### src/rtl/prism_bds_segment_sequencer.sv
// Segment sequencer: slices byte-length segments into per-word beats with
// first/last byte lanes and sof/eof strobes for a downstream byte stuffer.
module prism_bds_segment_sequencer #(
  parameter int DATA_WIDTH = 64,
  parameter int OFF_WIDTH  = $clog2(DATA_WIDTH/8),
  parameter int LEN_WIDTH  = 16
) (
  input  logic                  clock,
  input  logic                  resetn,
  input  logic                  cmd_valid,
  output logic                  cmd_ready,
  input  logic [OFF_WIDTH-1:0]  cmd_offset,
  input  logic [LEN_WIDTH-1:0]  cmd_length,
  input  logic                  cmd_sof,
  input  logic                  cmd_eof,
  input  logic                  s_valid,
  output logic                  s_ready,
  input  logic [DATA_WIDTH-1:0] s_data,
  output logic                  o_valid,
  output logic                  o_sof,
  output logic                  o_eof,
  output logic [OFF_WIDTH-1:0]  o_lsbyte,
  output logic [OFF_WIDTH-1:0]  o_msbyte,
  output logic [DATA_WIDTH-1:0] o_data,
  output logic                  o_busy,
  output logic                  o_err_zero_len,
  output logic [31:0]           o_frame_count
);

  localparam logic [LEN_WIDTH:0]   LANES   = (LEN_WIDTH+1)'(DATA_WIDTH/8);
  localparam logic [OFF_WIDTH-1:0] OFF_ONE = OFF_WIDTH'(1);

  typedef enum logic [1:0] {
    IDLE = 2'd0,
    RUN  = 2'd1,
    GAP  = 2'd2
  } state_t;

  state_t                state_r;
  state_t                state_s;

  logic [OFF_WIDTH-1:0]  offset_r;
  logic [LEN_WIDTH:0]    remaining_r;
  logic                  sof_r;
  logic                  eof_r;
  logic                  first_r;

  logic                  o_valid_r;
  logic                  o_sof_r;
  logic                  o_eof_r;
  logic [OFF_WIDTH-1:0]  o_lsbyte_r;
  logic [OFF_WIDTH-1:0]  o_msbyte_r;
  logic [DATA_WIDTH-1:0] o_data_r;
  logic                  busy_r;
  logic                  err_zero_len_r;
  logic [31:0]           frame_count_r;

  logic [OFF_WIDTH-1:0]  lsbyte_s;
  logic [LEN_WIDTH:0]    lsbyte_ext_s;
  logic [LEN_WIDTH:0]    room_s;
  logic [LEN_WIDTH:0]    n_s;
  logic [OFF_WIDTH-1:0]  msbyte_s;
  logic                  last_s;
  logic                  hs_s;
  logic                  cmd_take_s;
  logic                  cmd_zero_s;
  logic                  load_s;
  logic                  advance_s;

  // Beat geometry for the word currently offered by the source.
  assign lsbyte_s     = first_r ? offset_r : {OFF_WIDTH{1'b0}};
  assign lsbyte_ext_s = {{(LEN_WIDTH+1-OFF_WIDTH){1'b0}}, lsbyte_s};
  assign room_s       = LANES - lsbyte_ext_s;
  assign last_s       = (remaining_r <= room_s);
  assign n_s          = last_s ? remaining_r : room_s;
  // Low lane bits of lsbyte+n-1; n never exceeds the lane count.
  assign msbyte_s     = lsbyte_s + n_s[OFF_WIDTH-1:0] - OFF_ONE;

  assign s_ready    = (state_r == RUN);
  assign hs_s       = s_valid & (state_r == RUN);
  assign cmd_ready  = (state_r == IDLE) | (hs_s & last_s & ~eof_r);
  assign cmd_take_s = cmd_valid & cmd_ready;
  assign cmd_zero_s = (cmd_length == {LEN_WIDTH{1'b0}});

  // Next-state and command-latch control.
  always_comb begin
    state_s   = state_r;
    load_s    = 1'b0;
    advance_s = 1'b0;
    case (state_r)
      IDLE: begin
        if (cmd_take_s && !cmd_zero_s) begin
          state_s = RUN;
          load_s  = 1'b1;
        end else begin
          state_s = IDLE;
        end
      end
      RUN: begin
        if (hs_s) begin
          if (last_s) begin
            if (eof_r) begin
              state_s = GAP;
            end else if (cmd_take_s && !cmd_zero_s) begin
              state_s = RUN;
              load_s  = 1'b1;
            end else begin
              state_s = IDLE;
            end
          end else begin
            advance_s = 1'b1;
          end
        end else begin
          state_s = RUN;
        end
      end
      GAP: begin
        state_s = IDLE;
      end
      default: begin
        state_s = IDLE;
      end
    endcase
  end

  // State register.
  always_ff @(posedge clock or negedge resetn) begin
    if (!resetn) begin
      state_r <= IDLE;
    end else begin
      state_r <= state_s;
    end
  end

  // Latched command: loaded on acceptance, consumed beat by beat.
  always_ff @(posedge clock or negedge resetn) begin
    if (!resetn) begin
      offset_r    <= {OFF_WIDTH{1'b0}};
      remaining_r <= {(LEN_WIDTH+1){1'b0}};
      sof_r       <= 1'b0;
      eof_r       <= 1'b0;
      first_r     <= 1'b0;
    end else if (load_s) begin
      offset_r    <= cmd_offset;
      remaining_r <= {1'b0, cmd_length};
      sof_r       <= cmd_sof;
      eof_r       <= cmd_eof;
      first_r     <= 1'b1;
    end else if (advance_s) begin
      remaining_r <= remaining_r - n_s;
      first_r     <= 1'b0;
    end else begin
      remaining_r <= remaining_r;
      first_r     <= first_r;
    end
  end

  // Registered beat outputs, valid for exactly one cycle after a handshake.
  always_ff @(posedge clock or negedge resetn) begin
    if (!resetn) begin
      o_valid_r  <= 1'b0;
      o_sof_r    <= 1'b0;
      o_eof_r    <= 1'b0;
      o_lsbyte_r <= {OFF_WIDTH{1'b0}};
      o_msbyte_r <= {OFF_WIDTH{1'b0}};
      o_data_r   <= {DATA_WIDTH{1'b0}};
    end else if (hs_s) begin
      o_valid_r  <= 1'b1;
      o_sof_r    <= sof_r & first_r;
      o_eof_r    <= eof_r & last_s;
      o_lsbyte_r <= lsbyte_s;
      o_msbyte_r <= msbyte_s;
      o_data_r   <= s_data;
    end else begin
      o_valid_r  <= 1'b0;
      o_sof_r    <= 1'b0;
      o_eof_r    <= 1'b0;
    end
  end

  // Status: busy, sticky zero-length error, and eof-beat frame counter.
  always_ff @(posedge clock or negedge resetn) begin
    if (!resetn) begin
      busy_r         <= 1'b0;
      err_zero_len_r <= 1'b0;
      frame_count_r  <= 32'd0;
    end else begin
      busy_r <= (state_s != IDLE);
      if (cmd_take_s && cmd_zero_s) begin
        err_zero_len_r <= 1'b1;
      end else begin
        err_zero_len_r <= err_zero_len_r;
      end
      if (o_valid_r && o_eof_r) begin
        frame_count_r <= frame_count_r + 32'd1;
      end else begin
        frame_count_r <= frame_count_r;
      end
    end
  end

  assign o_valid        = o_valid_r;
  assign o_sof          = o_sof_r;
  assign o_eof          = o_eof_r;
  assign o_lsbyte       = o_lsbyte_r;
  assign o_msbyte       = o_msbyte_r;
  assign o_data         = o_data_r;
  assign o_busy         = busy_r;
  assign o_err_zero_len = err_zero_len_r;
  assign o_frame_count  = frame_count_r;

endmodule

### config.mk
export PLATFORM = sky130hd
export DESIGN_NAME = prism_bds_segment_sequencer
export DESIGN_NICKNAME = d
export VERILOG_FILES = /design/src/rtl/prism_bds_segment_sequencer.sv
export SDC_FILE = /design/constraint.sdc
export NUM_CORES = 1
export LEC_CHECK = 0
export CELL_PAD_IN_SITES_DETAIL_PLACEMENT = 0
export CELL_PAD_IN_SITES_GLOBAL_PLACEMENT = 2
export CORE_AREA = 5 5 149 151
export CTS_CLUSTER_SIZE = 10
export DETAILED_ROUTE_END_ITERATION = 10
export DIE_AREA = 0 0 154 156
export GPL_TIMING_DRIVEN = 0
export PLACE_DENSITY = 0.83
export SETUP_SLACK_MARGIN = 0.2
export SLEW_MARGIN = 30
export SYNTH_ARGS = -nofsm -noshare
export SYNTH_HDL_FRONTEND = slang
export SYNTH_SLANG_ARGS = --single-unit
export TNS_END_PERCENT = 5
### constraint.sdc
create_clock -name clock -period 8.8 [get_ports clock]
set_clock_uncertainty 0.1 [all_clocks]
set_input_delay 1.76 -clock clock [delete_from_list [all_inputs] [get_ports clock]]
set_output_delay 1.76 -clock clock [all_outputs]
set_load 0.02 [all_outputs]
Word level (Yosys, flattened, before mapping). Cells that the tools add are included.

Register bits: 132. Input port bits: 89. Word-level logic and storage cells: 60.

$lt $le $gt $ge: 1. Equality and inequality tests: 1. Muxes and demuxes: 22. $add $sub $neg: 5. Reductions and logical operators: 8. Bitwise logic cells: 8.

Operators by type and width (number): $mux 17 (3); $add 32x1->32 const B (1); $le 17x17->1 (1); $sub 17x17->17 (1); $logic_not 16->1 (1); $mux 1 (13); $and 1x1->1 (6); $mux 2 (3); $sub 4x3->5 const A (1); $pmux 2 s2 (1); $reduce_bool 2->1 (2); $add 3x3->3 (1); $logic_and 1x1->1 (3); $mux 3 (1); $sub 3x1->3 const B (1); $eq 2x1->1 const B (1); $logic_not 2->1 (1); $pmux 1 s2 (1); $logic_not 1->1 (1); $not 1->1 (1); $or 1x1->1 (1).

Logic depth before layout (Yosys ltp).
Depth after elaboration: 14. Mapped depth: 20.

Least setup slack after synthesis. No wires, ideal clock.

Kind: input to output. From: input s_valid. To: output cmd_ready. Arrival time: 2.517 ns. Stages: 4. Data required time: 6.940 ns. Setup slack: 4.423 ns. Buffers on the path: 0. Cell sequence: nand2_1 -> inv_2 -> nand2_2 -> o32ai_4.

Cells in the longest elaborated chain, start to end: 4.

RTL lines: from (decl) (RTL line 16) `input logic s_valid,`; $and 1x1->1 (RTL line 80) `assign hs_s = s_valid & (state_r == RUN);`; $and 1x1->1 (2 in a row) (RTL line 81) `assign cmd_ready = (state_r == IDLE) | (hs_s & last_s & ~eof_r);`; $or 1x1->1 (RTL line 81); to (decl) (RTL line 11) `output logic cmd_ready,`.

Every way passes these cells.

Final worst setup path. Same ends and word-level chain as after synthesis.

==> out/qor.txt <==
initial drt markers - 206
clock transition at the registers of the reported paths - 0.06 ns
aggregate global-route resource usage - 14.9%
core footprint - 20700 um2
cell leakage power - 0.00399 uW
Finished Cell Area - 8810 um2
CTS tree - yes
Setup crit end kind - output port
Synth area leader - dfrtp_1
Area contributors post-synth - dfrtp_1, nand2_1, xnor2_1
CP most frequent cell - clkdlybuf4s50_1
Tmin final - 5.80 ns
largest net degree at the start of global routing - 79
Nets - 941
Vias - 5039
max_cap viols - 0
switch share - 38.0%
arrival time at the worst endpoint - 3.94 ns
hold-fix buffers at CTS - 0
hpwl dp - 13300 um
post-CTS resize count - 0
register bit total from synthesis - 132
post-synth cell types - 53
CP startpoint kind - primary input
top-count cell post-synth - nand2_1
Buffers on Ports - 197
Main synth FF type - dfrtp_1
share of post-route cells with drive strength above 1 - 6.11%
DIE HEIGHT - 156 um
Reg area - 3300 um2
Hold Fails Final Rpt - 0
Worst Path Required - 6.94 ns
Fillers - 2073
fraction of registers with async set/reset - 100%
Slew Limit Fails - 0
slowest stage cell on the critical path - clkdlybuf4s50_1
Yosys top cell area share - 56.2%
sequential power share - 33.4%
crit-path cells - clkdlybuf4s50_1, nand2_1, inv_2, nand2_2, o32ai_4, clkdlybuf4s50_1
Switch Pwr - 990 uW
Layout area overhead - 49.8%
wire per inst - 15.9 um
Int Power - 1620 uW
Tot Pwr - 2610 uW
Die Width - 154 um
yosys warns - 0
Pre-antenna DRT Iters - 4
DRC violations left - 0
slowest stage delay, CP - 0.68 ns
total CTS buffers - 17
Clock Sinks - 132
GR Overflow Total - 0
syn avg cell area - 9.47 um2
initial core utilization - 28.4%
period utilization - 66.0%
Max Root-Sink Buffers - 2
Seq/Total Area, Yosys - 56.2%
first-pass GRT wire length - 28700 um
initial antenna violation count - 0
Pwr Density - 296 nW/um2
min-delay worst type - flop to flop
total number of H-tree levels - 4
setup bufs post-CTS - 0
Placer Congestion - 0.754
Comb pwr share - 41.0%
RSZ-0062 raised after global routing - false
final core utilization - 42.6%
num rows - 53
Sum Neg Setup Slack - 0 ns
# setup viols final - 0
antenna-violating nets left - 0
relative slew slack - 56.3%
Syn Inst Count - 621
Via density - 4.48
Achievable Freq - 172 MHz
drt total wl - 17900 um
status - complete, no violations
top cells by count, synth - nand2_1, dfrtp_1, xnor2_1
Clock Latency Late Sink - 0.41 ns
number of antenna repair diodes - 0
slew of the pin with the lowest slew margin - 0.656 ns
number of top-level pins - 198
post-synth net total - 723
vias in the first global route - 5038
DIE AREA - 24000 um2
Area after DPL - 8260 um2
critical path class - primary input to output port
synthesized cell area - 5880 um2
root buffer cell - clkbuf_16
CP max FO - 9
Peak supply drop - 0.124 mV
number of synthesized flops with an enable pin - 0
power share of the clock group - 25.6%
footprint of the multi-input gates - 2440 um2
worst slack, placed - 2.94 ns
final worst slack - 3.00 ns
## critical path, delay by kind of cell
| family | cells | cell delay (ns) |
|---|---|---|
| compound gates | 1 | 0.34 |
| simple gates | 2 | 0.40 |
| buf+inv | 3 | 1.45 |
## sequential cells by signal, summed over array words and instances (netlist names)
| name | cells |
|---|---|
| eof_r | 1 |
| first_r | 1 |
| o_busy | 1 |
| o_data | 64 |
| o_eof | 1 |
| o_err_zero_len | 1 |
| o_frame_count | 32 |
| o_lsbyte | 3 |
| o_msbyte | 3 |
| o_sof | 1 |
| o_valid | 1 |
| offset_r | 3 |
| remaining_r | 17 |
| sof_r | 1 |
| state_r | 2 |
## power by group through the flow
| stage | Combinational (uW) | Sequential (uW) | Clock, uW |
|---|---|---|---|
| finish | 1070 | 872 | 667 |
| global route | 1190 | 895 | 713 |
| CTS | 1090 | 873 | 691 |
| floorplan | 502 | 995 | 0 |
| global placement | 1080 | 878 | 0 |
| detailed placement | 1090 | 880 | 0 |
## worst paths after layout
kind	start	end	slack, ns	cells past startpoint
min	o_data[38]	o_data[38]	0.37	2
max reg2reg	first_r	remaining_r[14]	4.06	19
max in group asynchronous	resetn	o_data[9]	6.70	3
min in group asynchronous	resetn	o_data[12]	1.03	1
max	s_valid	cmd_ready	3.00	6
min reg2reg	o_data[38]	o_data[38]	0.37	2
## through the flow
step / hold slack (ns) / instances
after floorplan: 0.369 / 621
after global placement: 0.357 / 1093
after detailed placement: 0.361 / 1095
after CTS: 0.377 / 1126
after global routing: 0.398 / 1126
final: 0.370 / 1126
## cells in the final DEF (no fill, tap or decap), types with 5 or more instances in the layout
cell type and count:
nand2_1 247, nor4_1 7, clkbuf_1 14, clkbuf_16 17
o21ai_0 17, nand3_1 17, xnor2_1 29, clkdlybuf4s50_1 196
nor3_1 10, nor2_1 17, a21oi_1 7, xor2_1 6
ha_1 12, nand4_1 6, nor2b_1 10, and3_1 8
clkinv_2 5, dfrtp_1 132, inv_1 9, buf_1 6
a221o_1 8
## logic make-up after synthesis
group / share of synthesized area [%]
and+or+nand+nor: 25.4
adders and majority gates: 2.89
xor gates and xnor gates: 5.21
AOI/OAI and AO/OA: 7.32
DFF: 56.2
buffers and inverters: 2.30
muxes: 0.744
## cell type report
| class | count | share of cell area [%] |
|---|---|---|
| multi-input combinational | 455 | 27.7 |
| sequential | 132 | 37.5 |
| timing repair buffer | 199 | 23.1 |
| tap | 275 | 3.91 |
| clock inverter | 13 | 1.26 |
| clock buffer | 18 | 4.99 |
| inverter | 10 | 0.426 |
| buffer | 24 | 1.11 |
## per-layer routing
layer	vias to the layer above	share of wire, %	global-route usage, %
met3	12	4.8	3.27
met5	-	0	0
met2	129	49	24.4
li1	2492	-	-
met4	0	1.1	4.75
met1	2406	45	19.8
(Power assumes the default switching activity.)
